**config.mk**
```make
export PLATFORM = sky130hd
export DESIGN_NAME = mem_ctrl
export DESIGN_NICKNAME = d
export VERILOG_FILES = /design/src/rtl/mem_ctrl.sv
export SDC_FILE = /design/constraint.sdc
export NUM_CORES = 1
export LEC_CHECK = 0
export BUFFER_PORTS_ARGS = -buffer_cell sky130_fd_sc_hd__buf_4
export CAP_MARGIN = 15
export CORE_MARGIN = 4
export CORE_UTILIZATION = 53
export CTS_BUF_LIST = sky130_fd_sc_hd__clkbuf_2 sky130_fd_sc_hd__clkbuf_4 sky130_fd_sc_hd__clkbuf_8
export CTS_CLUSTER_SIZE = 24
export DETAILED_ROUTE_END_ITERATION = 8
export GPL_TIMING_DRIVEN = 0
export PLACE_DENSITY = 0.77
export SLEW_MARGIN = 20
export SYNTH_ARGS = -nofsm -noshare
export SYNTH_HDL_FRONTEND = slang
export SYNTH_SLANG_ARGS = --single-unit
```
**constraint.sdc**
```tcl
create_clock -name clk -period 8.03 [get_ports clk]
set_input_delay 0 -clock clk [delete_from_list [all_inputs] [get_ports clk]]
set_output_delay 0 -clock clk [all_outputs]
set_load 0.01 [all_outputs]
```
**src/rtl/mem_ctrl.sv**
```systemverilog
// Single-port byte-RAM controller arbitrating instruction fetch and MEM-stage
// loads/stores; each access is serialised into little-endian byte transfers.
module mem_ctrl #(
  parameter int ADDR_W = 32
) (
  input  logic              clk,
  input  logic              rst,
  input  logic              if_req,
  input  logic [ADDR_W-1:0] if_addr,
  input  logic              if_flush,
  output logic [31:0]       if_data,
  output logic              if_done,
  input  logic [4:0]        mem_e,
  input  logic [ADDR_W-1:0] mem_addr,
  input  logic [31:0]       mem_wdata,
  output logic [31:0]       mem_rdata,
  output logic              mem_done,
  output logic [ADDR_W-1:0] ram_a,
  output logic [7:0]        ram_dout,
  output logic              ram_wr,
  input  logic [7:0]        ram_din
);

  typedef enum logic [1:0] {IDLE, READ, WRITE, DONE} state_t;
  localparam logic OWN_IF  = 1'b0;
  localparam logic OWN_MEM = 1'b1;

  state_t            state_reg, state_next;
  logic              owner_reg, owner_next;
  logic [2:0]        cnt_reg, cnt_next;
  logic [2:0]        n_reg, n_next;
  logic [ADDR_W-1:0] base_reg, base_next;
  logic              wr_reg, wr_next;
  logic              sign_reg, sign_next;
  logic [1:0]        len_reg, len_next;
  logic [31:0]       wdata_reg, wdata_next;
  logic [31:0]       buf_reg, buf_next;
  logic [31:0]       result_reg, result_next;
  logic [31:0]       if_hold_reg, if_hold_next;
  logic [31:0]       mem_hold_reg, mem_hold_next;
  logic [ADDR_W-1:0] ram_a_reg, ram_a_next;
  logic [7:0]        ram_dout_reg, ram_dout_next;
  logic              ram_wr_reg, ram_wr_next;

  logic [2:0]        cnt_inc;
  logic [31:0]       buf_cap;
  logic [31:0]       wshift;

  // In READ with cnt=k (k>=1), ram_din carries the byte addressed in the
  // previous cycle, which belongs in lane k-1.
  for (genvar gi = 0; gi < 4; gi++) begin : g_lane
    assign buf_cap[8*gi +: 8] = (state_reg == READ && cnt_reg == 3'(gi + 1))
                              ? ram_din : buf_reg[8*gi +: 8];
  end

  function automatic logic [31:0] extend(input logic [31:0] w,
                                         input logic [1:0] len,
                                         input logic sign);
    case (len)
      2'd0:    extend = {{24{sign & w[7]}}, w[7:0]};
      2'd1:    extend = {{16{sign & w[15]}}, w[15:0]};
      2'd2:    extend = {8'h00, w[23:0]};
      default: extend = w;
    endcase
  endfunction

  assign cnt_inc = cnt_reg + 3'd1;
  assign wshift  = wdata_reg >> {cnt_inc[1:0], 3'b000};

  // Flush arriving in the DONE cycle still cancels the fetch completion.
  assign if_done   = (state_reg == DONE) && (owner_reg == OWN_IF) && !if_flush;
  assign mem_done  = (state_reg == DONE) && (owner_reg == OWN_MEM);
  assign if_data   = if_done ? result_reg : if_hold_reg;
  assign mem_rdata = (mem_done && !wr_reg) ? result_reg : mem_hold_reg;
  assign ram_a     = ram_a_reg;
  assign ram_dout  = ram_dout_reg;
  assign ram_wr    = ram_wr_reg;

  always_comb begin
    state_next    = state_reg;
    owner_next    = owner_reg;
    cnt_next      = cnt_reg;
    n_next        = n_reg;
    base_next     = base_reg;
    wr_next       = wr_reg;
    sign_next     = sign_reg;
    len_next      = len_reg;
    wdata_next    = wdata_reg;
    buf_next      = buf_reg;
    result_next   = result_reg;
    ram_a_next    = ram_a_reg;
    ram_dout_next = ram_dout_reg;
    ram_wr_next   = 1'b0;
    if_hold_next  = if_done ? result_reg : if_hold_reg;
    mem_hold_next = (mem_done && !wr_reg) ? result_reg : mem_hold_reg;

    case (state_reg)
      IDLE: begin
        if (mem_e[4]) begin
          owner_next    = OWN_MEM;
          base_next     = mem_addr;
          len_next      = mem_e[3:2];
          wr_next       = mem_e[1];
          sign_next     = mem_e[0];
          n_next        = {1'b0, mem_e[3:2]} + 3'd1;
          wdata_next    = mem_wdata;
          cnt_next      = 3'd0;
          ram_a_next    = mem_addr;
          ram_wr_next   = mem_e[1];
          ram_dout_next = mem_wdata[7:0];
          state_next    = mem_e[1] ? WRITE : READ;
        end else if (if_req && !if_flush) begin
          owner_next = OWN_IF;
          base_next  = if_addr;
          len_next   = 2'd3;
          wr_next    = 1'b0;
          sign_next  = 1'b0;
          n_next     = 3'd4;
          cnt_next   = 3'd0;
          ram_a_next = if_addr;
          state_next = READ;
        end
      end
      READ: begin
        if (owner_reg == OWN_IF && if_flush) begin
          state_next = IDLE;
        end else begin
          buf_next = buf_cap;
          if (cnt_reg == n_reg) begin
            result_next = extend(buf_cap, len_reg, sign_reg);
            state_next  = DONE;
          end else begin
            cnt_next = cnt_inc;
            if (cnt_inc < n_reg) begin
              ram_a_next = base_reg + ADDR_W'(cnt_inc);
            end
          end
        end
      end
      WRITE: begin
        if (cnt_inc < n_reg) begin
          cnt_next      = cnt_inc;
          ram_a_next    = base_reg + ADDR_W'(cnt_inc);
          ram_dout_next = wshift[7:0];
          ram_wr_next   = 1'b1;
        end else begin
          state_next = DONE;
        end
      end
      default: begin
        state_next = IDLE;
      end
    endcase
  end

  always_ff @(posedge clk) begin
    if (rst) begin
      state_reg    <= IDLE;
      owner_reg    <= OWN_IF;
      cnt_reg      <= 3'd0;
      n_reg        <= 3'd0;
      base_reg     <= '0;
      wr_reg       <= 1'b0;
      sign_reg     <= 1'b0;
      len_reg      <= 2'd0;
      wdata_reg    <= 32'd0;
      buf_reg      <= 32'd0;
      result_reg   <= 32'd0;
      if_hold_reg  <= 32'd0;
      mem_hold_reg <= 32'd0;
      ram_a_reg    <= '0;
      ram_dout_reg <= 8'd0;
      ram_wr_reg   <= 1'b0;
    end else begin
      state_reg    <= state_next;
      owner_reg    <= owner_next;
      cnt_reg      <= cnt_next;
      n_reg        <= n_next;
      base_reg     <= base_next;
      wr_reg       <= wr_next;
      sign_reg     <= sign_next;
      len_reg      <= len_next;
      wdata_reg    <= wdata_next;
      buf_reg      <= buf_next;
      result_reg   <= result_next;
      if_hold_reg  <= if_hold_next;
      mem_hold_reg <= mem_hold_next;
      ram_a_reg    <= ram_a_next;
      ram_dout_reg <= ram_dout_next;
      ram_wr_reg   <= ram_wr_next;
    end
  end

endmodule

```
==> results of run 1 <==
[cell families after synthesis]
kind of cell,share of synthesized area (%)
AOI/OAI and AO/OA,15.12
xor gates and xnor gates,0.7657
adders and majority gates,2.035
buffers and inverters,4.091
DFF,43.06
muxes,16.97
and+or+nand+nor,17.96
[synth_stat cells, types with 8 or more instances]
cell         n  area (um^2)
a211oi_1    66        495.5
a21oi_1     84        420.4
o2111ai_1    8        70.07
mux2i_1     87        870.8
mux4_2       8        180.2
nand3_1     25        125.1
nor4_1      10        62.56
nand2_1    112        420.4
o21ai_0     24        120.1
nand4_1     11        68.82
nor3_1      37        185.2
nor2b_1      8        50.05
clkbuf_1    58        217.7
nor2_1     117        439.2
and2_1      72        450.4
buf_1       13        48.80
ha_1        17        212.7
dfxtp_1    246         4925
inv_1       22        82.58
mux2_2      73        822.0
nand2b_1     8        50.05
buf_2       19        95.09
[cell type report]
cell class | count | area [um^2]
inverter | 22 | 82.58
clock buffer | 67 | 834.6
fill | 1587 | 5781
sequential | 246 | 4925
clock inverter | 1 | 7.507
buffer | 93 | 385.4
timing repair buffer | 329 | 2745
tap | 275 | 344.1
multi-input combinational | 879 | 6050
[stage by stage]
stage / hold WS [ns] / utilization [%]
final: 0.04808 / 72.67
after CTS: 0.007330 / 72.65
after global placement: 0.2525 / 63.46
after floorplan: 0.1360 / -
after global routing: 0.05584 / 72.67
after detailed placement: 0.2574 / 63.46
[metal layers]
layer | part of all wire [%] | track usage [%]
met1 | 41 | 37.01
met2 | 46 | 46.76
met3 | 8.1 | 5.897
met4 | 4.4 | 13.46
met5 | 0 | 0
[critical path, cell delays in order (launching register included)]
cell and delay [ns]:
dfxtp_1 0.41, clkbuf_1 0.51, inv_1 0.25, ha_1 0.42, buf_2 0.34, inv_1 0.12, fa_1 0.45, nor2b_1 0.34
o2111ai_2 0.36, clkbuf_1 0.37, nor3_1 0.35, xnor2_1 0.16, o221ai_1 0.13
[power by group through the flow]
stage / clock (W) / sequential [W] / combinational (W)
after floorplan: 0 / 0.00164 / 0.00113
after global placement: 0 / 0.00166 / 0.00168
after detailed placement: 0 / 0.00167 / 0.00171
after CTS: 0.00115 / 0.00164 / 0.00178
after global routing: 0.00120 / 0.00168 / 0.00197
final: 0.00113 / 0.00165 / 0.00182
[how the worst max path moves through the flow]
stage	startpoint	slack, ns	cells after the start	end
after detailed placement	cnt_reg[0]$_SDFFE_PP0P_	3.71	12	ram_a[24]$_SDFFE_PP0P_
final	cnt_reg[0]$_SDFFE_PP0P_	3.66	12	ram_a[24]$_SDFFE_PP0P_
after global routing	cnt_reg[0]$_SDFFE_PP0P_	3.30	12	ram_a[18]$_SDFFE_PP0P_
after CTS	cnt_reg[0]$_SDFFE_PP0P_	3.70	12	ram_a[24]$_SDFFE_PP0P_
after global placement	cnt_reg[0]$_SDFFE_PP0P_	3.84	12	ram_a[18]$_SDFFE_PP0P_
after floorplan	cnt_reg[0]$_SDFFE_PP0P_	4.67	11	ram_a[20]$_SDFFE_PP0P_
[repair_timing]
action,in CTS,in global routing
hold buffers,110,0
endpoints found under the hold margin,145,0
resized for setup,0,0
[placed cells by master (no fill, tap or decap), types with 5 or more instances in the layout]
master	instances
dfxtp_1	246
buf_4	220
nor2_1	117
nand2_1	112
dlygate4sd3_1	110
mux2i_1	87
a21oi_1	84
mux2_2	73
and2_1	72
a211oi_1	66
clkbuf_1	58
clkbuf_8	53
nor3_1	37
nand3_1	25
o21ai_0	24
inv_1	22
buf_2	19
ha_1	17
clkbuf_4	14
buf_1	13
nand4_1	11
nor4_1	10
nand2b_1	8
nor2b_1	8
mux4_2	8
o2111ai_1	8
mux2_1	6
xnor2_1	6
or4_1	6
o211a_1	6
a31o_2	6
or3_1	5
o31a_1	5
o31ai_1	5
==> run summary, run 1 <==
run status -> completed
Final Max Tran Viols -> 0
combinational power share -> 39.5%
Most used DFF post-synth -> dfxtp_1
Crit. End Element -> flip-flop
number of nets still failing antenna checks after routing -> 0
clock network fraction of total power -> 24.6%
Clock Latency Late Sink -> 0.54 ns
power after layout -> 0.004607 W
min-delay worst type -> in2reg
width of the die -> 154.9 um
total via count in the routed design -> 10938
pin count of the biggest net entering global routing -> 11
std cell rows -> 53
number of buffers inserted by post-CTS setup repair -> 0
sink count of the clock tree -> 246
setup repair after global routing missed its margin -> false
initial core utilization -> 54.07%
count of endpoints failing hold in the final timing report -> 0
switching portion of total power -> 38.66%
vias in the first global route -> 10829
depth of the worst hold-timing path -> 4
number of design rule violations left after detail routing -> 0
detailed-route wire length per cell -> 18.75 um
Syn Area/Cell -> 9.224 um^2
number of antenna violations at the first check in global routing -> 0
final worst-path cycle share -> 54.39%
Min-Delay Startpoint -> mem_addr[14]
clock tree buffer depth -> 3
H-tree levels -> 2
proportion of layout cells with a drive suffix above 1 -> 24.92%
first-pass GRT wire length -> 56350 um
critical path class -> reg2reg
minimum setup slack in the final design -> 3.662 ns
net count after synthesis -> 1371
floorplan core area -> 0.02115 mm^2
launching element type of the critical path -> flip-flop
count of flip-flops with a built-in enable after synthesis -> 0
full die area -> 0.02399 mm^2
Final nets -> 1743
internal portion of total power -> 0.002826 W
Endpoint, Worst Hold -> ram_a[14]$_SDFFE_PP0P_
Setup violations, final -> 0
overall global routing resource usage -> 28.83%
Avg Vias per Cell -> 5.721
fraction of registers with async set or reset after synthesis -> 0%
VDD IR max -> 0.0001487 V
total negative setup slack -> 0 ns
number of non-filler instances in the completed layout -> 1912
fmax -> 0.2290 GHz
sequential area share after synthesis -> 43.06%
combined area of all synthesized cells -> 0.01144 mm^2
Ant. Diodes -> 0
max-slew headroom at the worst pin -> 24.84%
num ports -> 220
cell area after layout -> 0.01537 mm^2
power density relative to cell area -> 299.7 mW/mm^2
Clock Pin Slew Worst Setup and Hold Paths -> 0.06 ns
leakage power summed over all cells -> 6.724 nW
distinct cell type count after synthesis -> 67
final critical delay including setup and external delays -> 4.368 ns
DRT Wirelength -> 35850 um
switching power summed over all nets -> 0.001781 W
slew of the pin with the lowest slew margin -> 1.120 ns
largest clock skew in the final design -> 0.01759 ns
count of input and output buffers -> 219
Register-to-Register Path Depth -> 12
number of cells in the design after placement -> 1734
area overhead of the layout relative to synthesis -> 34.42%
HPWL reported at the end of detailed placement -> 24810 um
Mapped Cells -> 1240
Setup WS pre-CTS -> 3.711 ns
share of total power in sequential cells -> 35.9%
Max Fanout on Critical Path -> 10
Worst Path Required -> 8.42 ns
global route total overflow -> 0
yosys synthesis warning count -> 0
setup slack, reg-to-reg -> 3.66 ns
CTS tree -> built
critical path arrival -> 4.75 ns
number of detailed-routing iterations run before antenna repair -> 6
number of buffers created by CTS -> 41
post-detailed-placement cell area -> 0.01343 mm^2
detailed router's first-iteration violation count -> 707
global placement routability congestion -> 0.9664
terminus of the critical flop-to-flop path -> ram_a[24]$_SDFFE_PP0P_
maximum capacitance violations -> 0
register bit total from synthesis -> 246
startpoint of the worst register-to-register path -> cnt_reg[0]$_SDFFE_PP0P_
clock root cell -> clkbuf_8
height of the die -> 154.9 um
Note: power is estimated with default switching activity, not from simulation.
==> run 2: changes to the inputs <==
CORE_UTILIZATION = 52   (was 53)
PLACE_DENSITY = 0.79   (was 0.77)
clock period = 3.6 ns   (was 8.03 ns; I/O delays follow)
==> run 2 against run 1 <==
  * Global-route usage shrank 0.10 points
  * Highest routed layer unchanged
  * Critical path type unchanged
  * Combinational power grew 120%
  * Hold slack lost 0.032 ns
  * Sequential share of layout area shrank 0.20 points
  * Sequential cell count is the same
  * Critical endpoint is now ram_a[20]$_SDFFE_PP0P_
  * Fmax grew 26%
  * Register-to-register slack lost 3.5 ns
  * Total power grew 130%
  * Clock skew grew 0.0091 ns
  * Via count grew 1.1%
  * Sequential power grew 120%
  * Cell area grew 0.63%
==> run summary, run 2 (same netlist as run 1, synthesis figures left out) <==
clock tree buffer depth -> 3 (unchanged)
power density relative to cell area -> 678.6 mW/mm^2 (+130%)
number of design rule violations left after detail routing -> 0 (unchanged)
Final Max Tran Viols -> 0 (unchanged)
num ports -> 220 (unchanged)
total via count in the routed design -> 11062 (+1.1%)
Filler cells -> 1540 (-3.0%)
full die area -> 0.02443 mm^2 (+1.8%)
critical path class -> reg2reg
Final nets -> 1743 (unchanged)
global placement routability congestion -> 0.9411 (-2.6%)
first-pass GRT wire length -> 56840 um (+0.87%)
Worst Path Required -> 4.03 ns (-4.39 ns)
Clock Pin Slew Worst Setup and Hold Paths -> 0.06 ns (about the same)
run status -> completed
proportion of layout cells with a drive suffix above 1 -> 25.44% (+0.52 points)
pin count of the biggest net entering global routing -> 12 (+1)
minimum setup slack in the final design -> 0.1378 ns (-3.525 ns)
maximum capacitance violations -> 0 (unchanged)
HPWL reported at the end of detailed placement -> 25170 um (+1.5%)
overall global routing resource usage -> 28.73% (-0.10 points)
detailed router's first-iteration violation count -> 862 (+22%)
share of the core filled with cells in the final layout -> 72.45% (-0.23 points)
final critical delay including setup and external delays -> 3.462 ns (-0.9055 ns)
min-delay worst type -> in2reg
largest clock skew in the final design -> 0.02671 ns (+0.009113 ns)
H-tree levels -> 2 (unchanged)
number of nets still failing antenna checks after routing -> 0 (unchanged)
Avg Vias per Cell -> 5.761 (+0.71%)
number of buffers inserted by post-CTS setup repair -> 0 (unchanged)
number of cells in the design after placement -> 1734 (unchanged)
floorplan core area -> 0.02135 mm^2 (+0.94%)
slew of the pin with the lowest slew margin -> 1.180 ns (+0.06007 ns)
Clock Latency Late Sink -> 0.55 ns (about the same)
final worst-path cycle share -> 96.17% (+42 points)
initial core utilization -> 53.56% (-0.50 points)
count of endpoints failing hold in the final timing report -> 0 (unchanged)
max-slew headroom at the worst pin -> 21.17% (-3.7 points)
Setup violations, final -> 0 (unchanged)
sequence of cells on the critical path -> clkbuf_4 -> inv_1 -> ha_1 -> buf_6 -> inv_1 -> fa_1 -> nor2b_4 -> o2111ai_4 -> o31a_1 -> o2111a_1 -> a311o_1
DRT Wirelength -> 36590 um (+2.1%)
Crit. End Element -> flip-flop
leakage power summed over all cells -> 6.764 nW (+0.60%)
slowest cell delay on critical path -> 0.47 ns (-0.04 ns)
vias in the first global route -> 11013 (+1.7%)
total negative setup slack -> 0 ns (unchanged)
clock root cell -> clkbuf_8
count of input and output buffers -> 219 (unchanged)
launching element type of the critical path -> flip-flop
detailed-route wire length per cell -> 19.06 um (+1.6%)
sink count of the clock tree -> 246 (unchanged)
number of non-filler instances in the completed layout -> 1920 (+0.42%)
number of antenna violations at the first check in global routing -> 2 (+2)
most common cell after layout, fill and taps aside -> dfxtp_1
Max Fanout on Critical Path -> 10 (unchanged)
width of the die -> 156.3 um (+0.91%)
CTS tree -> built
area overhead of the layout relative to synthesis -> 35.26%
cell type of the slowest stage on the worst timing path -> fa_1
fmax -> 0.2888 GHz (+26%)
number of buffers created by CTS -> 42 (+2.4%)
power after layout -> 0.01050 W (+130%)
most used cell, CP -> inv_1
VDD IR max -> 0.0004784 V (+220%)
critical path arrival -> 3.89 ns (-0.86 ns)
std cell rows -> 53 (unchanged)
most frequent cells in the layout -> dfxtp_1 (246), buf_4 (220), nor2_1 (117), nand2_1 (112), dlygate4sd3_1 (109)
number of detailed-routing iterations run before antenna repair -> 7 (+1)
height of the die -> 156.3 um (+0.91%)
Setup WS pre-CTS -> -0.6005 ns (-4.312 ns)
global route total overflow -> 0 (unchanged)
-- run 2: cell types whose count changed in the layout (fill, tap and decap cells not counted), sizes merged --
cell	delta
bufinv	+2
clkinv	+3
clkinvlp	+1
diode	+2
dlygate4sd3	-1
inv	+1
-- run 2: metrics by stage --
stage / hold WS (ns) / area [um^2]
finish: 0.01571 / 15470
global route: 0.04770 / 15470
CTS: 0.001327 / 15440
detailed placement: 0.2560 / 13430
global placement: 0.2523 / 13430
floorplan: 0.1360 / 11440
-- run 2: layer usage --
metal / part of all wire [%] / GRT usage (%)
met1: 41 / 36.86
met4: 3.6 / 11.07
met5: 0 / 0
met3: 8.6 / 5.973
met2: 47 / 47.71
-- run 2: worst max-delay path, delay by kind of cell (launching register included) --
kind,cells,cell delay (ns)
compound gates,4,1.14
fa+ha+maj,2,0.87
simple gates,1,0.21
buf+inv,4,0.71
flops,1,0.41
-- run 2: report_power, final --
part           switching, W  internal [W]
Combinational       0.00245       0.00162
Sequential         0.000451       0.00325
Clock               0.00114       0.00158
-- run 2: path summary, 6_finish.rpt --
kind | startpoint | to | slack, ns | cells past startpoint
hold reg to reg | wdata_reg[27]$_SDFFE_PP0P_ | wdata_reg[27]$_SDFFE_PP0P_ | 0.46 | 2
hold / removal | mem_addr[2] | ram_a[2]$_SDFFE_PP0P_ | 0.02 | 5
setup reg to reg | cnt_reg[0]$_SDFFE_PP0P_ | ram_a[20]$_SDFFE_PP0P_ | 0.14 | 11
setup / recovery | cnt_reg[0]$_SDFFE_PP0P_ | ram_a[20]$_SDFFE_PP0P_ | 0.14 | 11
-- run 2: final cells by class --
cell class	count	area [um^2]	share of cell area (%)
antenna	2	5.005	0.03235
buffer	93	396.6	2.564
clock buffer	67	815.8	5.273
clock inverter	8	98.84	0.6390
inverter	22	82.58	0.5338
multi-input combinational	879	6067	39.22
sequential	246	4925	31.83
tap	275	344.1	2.224
timing repair buffer	328	2735	17.68
-- run 2: timing repair --
| item | in CTS | in global routing |
|---|---|---|
| endpoints found under the hold margin | 146 | 0 |
| resized for setup | 5 | 4 |
| hold buffers | 109 | 0 |
| setup endpoints to repair | 28 | 20 |
